<file path="src/rtl/pid_error_generator.sv">
// pid_error_generator: windowed-average setpoint error producer for the PID loop.
// Define ERROR_CLAMP_EN to saturate the reported error to +/-ERR_LIMIT.
module pid_error_generator #(
    parameter int DATA_W     = 12,
    parameter int AVG_LOG2   = 2,
    parameter int SAMPLE_DIV = 50000,
    parameter int DEADBAND   = 0,
    parameter int ERR_LIMIT  = 1000
) (
    input  logic              clk,
    input  logic              rst,
    input  logic              enable,
    input  logic [DATA_W-1:0] setpoint,
    input  logic [DATA_W-1:0] meas_data,
    input  logic              meas_valid,
    output logic              meas_ready,
    output logic [31:0]       error,
    output logic              error_ready,
    output logic              overrun
);

    localparam int SUM_W  = DATA_W + AVG_LOG2;
    localparam int CNT_W  = AVG_LOG2 + 1;
    localparam int TICK_W = (SAMPLE_DIV > 1) ? $clog2(SAMPLE_DIV) : 1;

    localparam logic [TICK_W-1:0] TICK_LAST = TICK_W'(SAMPLE_DIV - 1);
    localparam logic [CNT_W-1:0]  CNT_LAST  = CNT_W'((1 << AVG_LOG2) - 1);

    localparam logic signed [31:0] DB_POS  = 32'(DEADBAND);
    localparam logic signed [31:0] DB_NEG  = 32'(-DEADBAND);
    localparam logic signed [31:0] LIM_POS = 32'(ERR_LIMIT);
    localparam logic signed [31:0] LIM_NEG = 32'(-ERR_LIMIT);

`ifdef ERROR_CLAMP_EN
    localparam bit CLAMP = 1'b1;
`else
    localparam bit CLAMP = 1'b0;
`endif

    typedef enum logic [2:0] {
        IDLE,
        WAIT_TICK,
        COLLECT,
        COMPUTE,
        EMIT
    } state_t;

    state_t state;
    state_t state_next;

    logic [TICK_W-1:0] tick_cnt;
    logic              tick;
    logic [CNT_W-1:0]  sample_cnt;
    logic [SUM_W-1:0]  sum;
    logic              handshake;
    logic              last_sample;

    logic [SUM_W-1:0]        sp_ext;
    logic [SUM_W-1:0]        avg_ext;
    logic signed [SUM_W:0]   diff;
    logic signed [31:0]      raw;

    assign tick        = enable && (tick_cnt == TICK_LAST);
    assign handshake   = meas_valid && meas_ready && (state == COLLECT);
    assign last_sample = handshake && (sample_cnt == CNT_LAST);

    // Free-running sampling divider, parked at zero while disabled.
    always_ff @(posedge clk) begin
        if (rst || !enable) begin
            tick_cnt <= '0;
        end else if (tick) begin
            tick_cnt <= '0;
        end else begin
            tick_cnt <= tick_cnt + TICK_W'(1);
        end
    end

    always_ff @(posedge clk) begin
        if (rst) begin
            state <= IDLE;
        end else begin
            state <= state_next;
        end
    end

    always_comb begin
        state_next = state;
        unique case (state)
            IDLE:      if (enable) state_next = WAIT_TICK;
            WAIT_TICK: if (tick) state_next = COLLECT;
            COLLECT:   if (last_sample) state_next = COMPUTE;
            COMPUTE:   state_next = EMIT;
            EMIT:      state_next = WAIT_TICK;
            default:   state_next = IDLE;
        endcase
        if (!enable) begin
            state_next = IDLE;
        end
    end

    always_comb begin
        sp_ext  = SUM_W'(setpoint);
        avg_ext = sum >> AVG_LOG2;
        diff    = $signed({1'b0, sp_ext}) - $signed({1'b0, avg_ext});
        raw     = 32'(diff);
        if (raw <= DB_POS && raw >= DB_NEG) begin
            raw = '0;
        end
        if (CLAMP && raw > LIM_POS) begin
            raw = LIM_POS;
        end else if (CLAMP && raw < LIM_NEG) begin
            raw = LIM_NEG;
        end
    end

    always_ff @(posedge clk) begin
        if (rst) begin
            sum         <= '0;
            sample_cnt  <= '0;
            meas_ready  <= 1'b0;
            error       <= '0;
            error_ready <= 1'b0;
            overrun     <= 1'b0;
        end else begin
            meas_ready  <= (state_next == COLLECT);
            error_ready <= 1'b0;
            if (tick && state != WAIT_TICK) begin
                overrun <= 1'b1;
            end
            if (!enable) begin
                sum        <= '0;
                sample_cnt <= '0;
            end else if (state == WAIT_TICK && tick) begin
                sum        <= '0;
                sample_cnt <= '0;
            end else if (handshake) begin
                sum        <= sum + SUM_W'(meas_data);
                sample_cnt <= sample_cnt + CNT_W'(1);
            end
            // Result registers on the COMPUTE edge so the strobe lands in EMIT.
            if (state == COMPUTE && enable) begin
                error       <= raw;
                error_ready <= 1'b1;
            end
        end
    end

endmodule

</file>
<file path="config.mk">
export PLATFORM = sky130hd
export DESIGN_NAME = pid_error_generator
export DESIGN_NICKNAME = d
export VERILOG_FILES = /design/src/rtl/pid_error_generator.sv
export SDC_FILE = /design/constraint.sdc
export NUM_CORES = 1
export LEC_CHECK = 0
export BUFFER_PORTS_ARGS = -buffer_cell sky130_fd_sc_hd__buf_2
export CORE_ASPECT_RATIO = 0.6
export CORE_MARGIN = 10
export CORE_UTILIZATION = 30
export CTS_CLUSTER_SIZE = 16
export DETAILED_ROUTE_END_ITERATION = 8
export PLACE_DENSITY_LB_ADDON = 0.08
export SYNTH_ARGS = -nofsm -noshare
export SYNTH_HDL_FRONTEND = slang
export SYNTH_SLANG_ARGS = --single-unit
</file>
<file path="constraint.sdc">
create_clock -name clk -period 2.4 [get_ports clk]
set_clock_uncertainty 0.1 [all_clocks]
set_input_delay 0.24 -clock clk [delete_from_list [all_inputs] [get_ports clk]]
set_output_delay 0.24 -clock clk [all_outputs]
set_load 0.01 [all_outputs]
</file>
==> impl_metrics.csv <==
group,metric,value,unit
global_routing,grt_pass1_wl,13.6,mm
die,die_w,154,um
logic_synthesis,syn_inst,391,
die,rows,29,
timing,tightest_slew,0.571,ns
die,core,10600,sq um
logic_synthesis,synth_edf_count,0,
pwr,power,1.79,mW
setup_path,critPathRequiredTime,2.53,ns
die,die_h,101,um
logic_synthesis,yosysTopAreaCellShare,32.0,%
global_routing,grt_max_degree,23,
timing,max-slew-margin-rel,61.9,%
placed_design,gp_congestion,0.804,
detailed_routing,drtIter0Drc,167,
clock_network,cts-root-buf,"clkbuf_16",
outcome,status,"finished clean",
logic_synthesis,yosysWarnings,0,
timing,fmaxAchievable,0.437,GHz
layout,nNetsFinal,502,
detailed_routing,wl,8.65,mm
global_routing,grt_overflow,0,
setup_path,cp_data_arrival_time,2.41,ns
logic_synthesis,ys_types,54,
pwr,powerDensity,468,nW/um^2
detailed_routing,drc,0,
timing,setup_violations,0,
clock_network,cts.sinks,52,
timing,finalHoldViolations,0,
timing,whs,0.187,ns
logic_synthesis,synthTopCellsByCount,"dfxtp_1, nor2_1, nand2_1, a21oi_1, ha_1",
pwr,leakagePower,1.61,nW
detailed_routing,firstDrtPassIters,5,
layout,instances_no_fill,585,
logic_synthesis,yosysMostFrequentCell,"dfxtp_1",
logic_synthesis,syn-num-nets,448,
die,boundaryPins,63,
clock_network,postCtsSetupBuffers,0,
logic_synthesis,ys_ff_latch,52,
placed_design,portBuffers,62,
logic_synthesis,synth.area.top_cells,"dfxtp_1, ha_1, nor2_1, a21oi_1, xnor2_1",
timing,min_period,2.29,ns
setup_path,critical_path_class,"flop to flop",
pwr,peakVddDrop,0.000266,V
global_routing,antenna_found_initial,0,
layout,drive_above_1_share,21.5,%
placed_design,dp_hpwl,7.06,mm
hold_path,min_path_type,"input pin to flop",
setup_path,crit_path_end_kind,"flop",
placed_design,dp.cells,577,
detailed_routing,antenna_left,0,
timing,fin_tns_setup,0,ns
logic_synthesis,synthArstFlopShare,0,%
clock_network,path_clk_slew,0.08,ns
global_routing,grt_util_all_layers,10.8,%
setup_path,rrSetupSlack,0.11,ns
setup_path,path_max_fanout,2,
detailed_routing,vias_per_cell,4.76,
timing,finalCritPeriodShare,95.4,%
layout,diodes,0,
die,die_area,15500,sq um
clock_network,clock_path_buffers,2,
layout,syn_to_final_growth,17.4,%
clock_network,cts.htree.levels,2,
logic_synthesis,yosysTopAreaCell,"dfxtp_1",
logic_synthesis,synth-seq-area-share,32.0,%
logic_synthesis,syn_avg_cell_area,8.31,sq um
global_routing,grt_pass1_vias,2508,
clock_network,insertion_delay,0.29,ns
clock_network,cts_tree,"built",
detailed_routing,wire_per_inst,14.8,um
timing,rsz0062_at_grt,"true",
timing,drv_slew,0,
logic_synthesis,ys.flop_type,"dfxtp_1",
setup_path,critPathLaunchType,"flop",
detailed_routing,num_vias,2783,
run,cap_violations,0,
logic_synthesis,synth_area,3250,sq um
die,start_util,30.8,%
clock_network,cts_buffers,5,
==> worst max-delay path, stage by stage (launching register included) <==
cell,delay [ns]
dfxtp_2,0.33
ha_2,0.17
inv_1,0.05
fa_1,0.38
a211o_1,0.34
a211oi_2,0.30
o31a_1,0.19
xnor2_1,0.12
nand2_1,0.07
a21oi_1,0.16
==> where the power goes <==
group / switching [mW] / total, mW / internal (mW)
Combinational: 0.0977 / 0.173 / 0.0749
Sequential: 0.00189 / 0.866 / 0.864
Clock: 0.351 / 0.746 / 0.395
Total: 0.451 / 1.79 / 1.33
==> cell type report <==
cell class | count | area (sq um)
Fill cell | 1121 | 6750
Multi-Input combinational cell | 285 | 1940
Sequential cell | 52 | 1040
Timing Repair Buffer | 76 | 415
Tap cell | 139 | 174
Clock buffer | 5 | 125
Inverter | 25 | 93.8
Clock inverter | 3 | 26.3
==> through the flow <==
step / setup WS, ns / util (%) / instance area [sq um]
floorplan: 0.223 / - / 3250
global placement: 0.0120 / 34.5 / 3640
detailed placement: -0.0471 / 34.5 / 3640
CTS: 0.0862 / 36.0 / 3800
global route: -0.0312 / 36.1 / 3810
finish: 0.111 / 36.1 / 3810
==> path summary, 6_finish.rpt <==
kind,start,endpoint,depth (start not counted)
max reg2reg,sum[2],error[10],9
min reg2reg,tick_cnt[0],tick_cnt[0],1
min,enable,tick_cnt[2],3
max,sum[2],error[10],9
==> state kept, by name, summed over array words and instances, names as in the netlist <==
| signal | count |
|---|---|
| tick_cnt | 16 |
| sum | 14 |
| error | 13 |
| sample_cnt | 3 |
| state | 3 |
| error_ready | 1 |
| meas_ready | 1 |
| overrun | 1 |
==> routing by layer <==
metal / vias to the layer above / global-route usage (%) / wire length (um)
met5: - / 0 / 0
met4: 0 / 2.17 / 67
met3: 7 / 3.88 / 651
met2: 73 / 13.1 / 2970
met1: 1244 / 17.0 / 4970
li1: 1459 / - / -
==> cell usage in the layout, fill, tap and decap left out, types with 3 or more instances in the layout <==
cell type / Yosys / routed
buf_2: 5 / 62
dfxtp_1: 52 / 51
nor2_1: 45 / 45
nand2_1: 31 / 31
a21oi_1: 30 / 30
ha_1: 27 / 26
inv_1: 25 / 25
xnor2_1: 17 / 17
nand3_1: 14 / 14
buf_4: 19 / 14
a211oi_1: 14 / 13
xor2_1: 10 / 10
and3_1: 8 / 8
o21ai_0: 8 / 7
a21o_1: 6 / 6
nor2b_1: 6 / 6
nor3_1: 6 / 6
nand2b_1: 5 / 5
clkbuf_16: 0 / 5
nand4_1: 4 / 4
a211o_1: 4 / 4
o21ai_1: 2 / 3
o21a_1: 3 / 3
nor3b_1: 3 / 3
==> repair_timing <==
action / 4_1_cts / 5_1_grt
endpoints found under the setup margin: 1 / 5
pin swaps: 0 / 2
hold endpoints to repair: 0 / 0
hold buffers: 0 / 0
resized for setup: 1 / 4
==> kinds of logic (layout without fill, tap and decap cells) <==
| logic type | count (synthesis) | after routing | synth area share (%) |
|---|---|---|---|
| xor gates and xnor gates | 27 | 27 | 7.28 |
| muxes | 2 | 2 | 0.616 |
| buffers and inverters | 54 | 109 | 8.86 |
| AOI/OAI and AO/OA | 88 | 88 | 18.4 |
| and+or+nand+nor | 139 | 139 | 21.1 |
| adders and majority gates | 29 | 29 | 11.6 |
| DFF | 52 | 52 | 32.0 |
No activity file was read; power rests on OpenSTA's default activity.
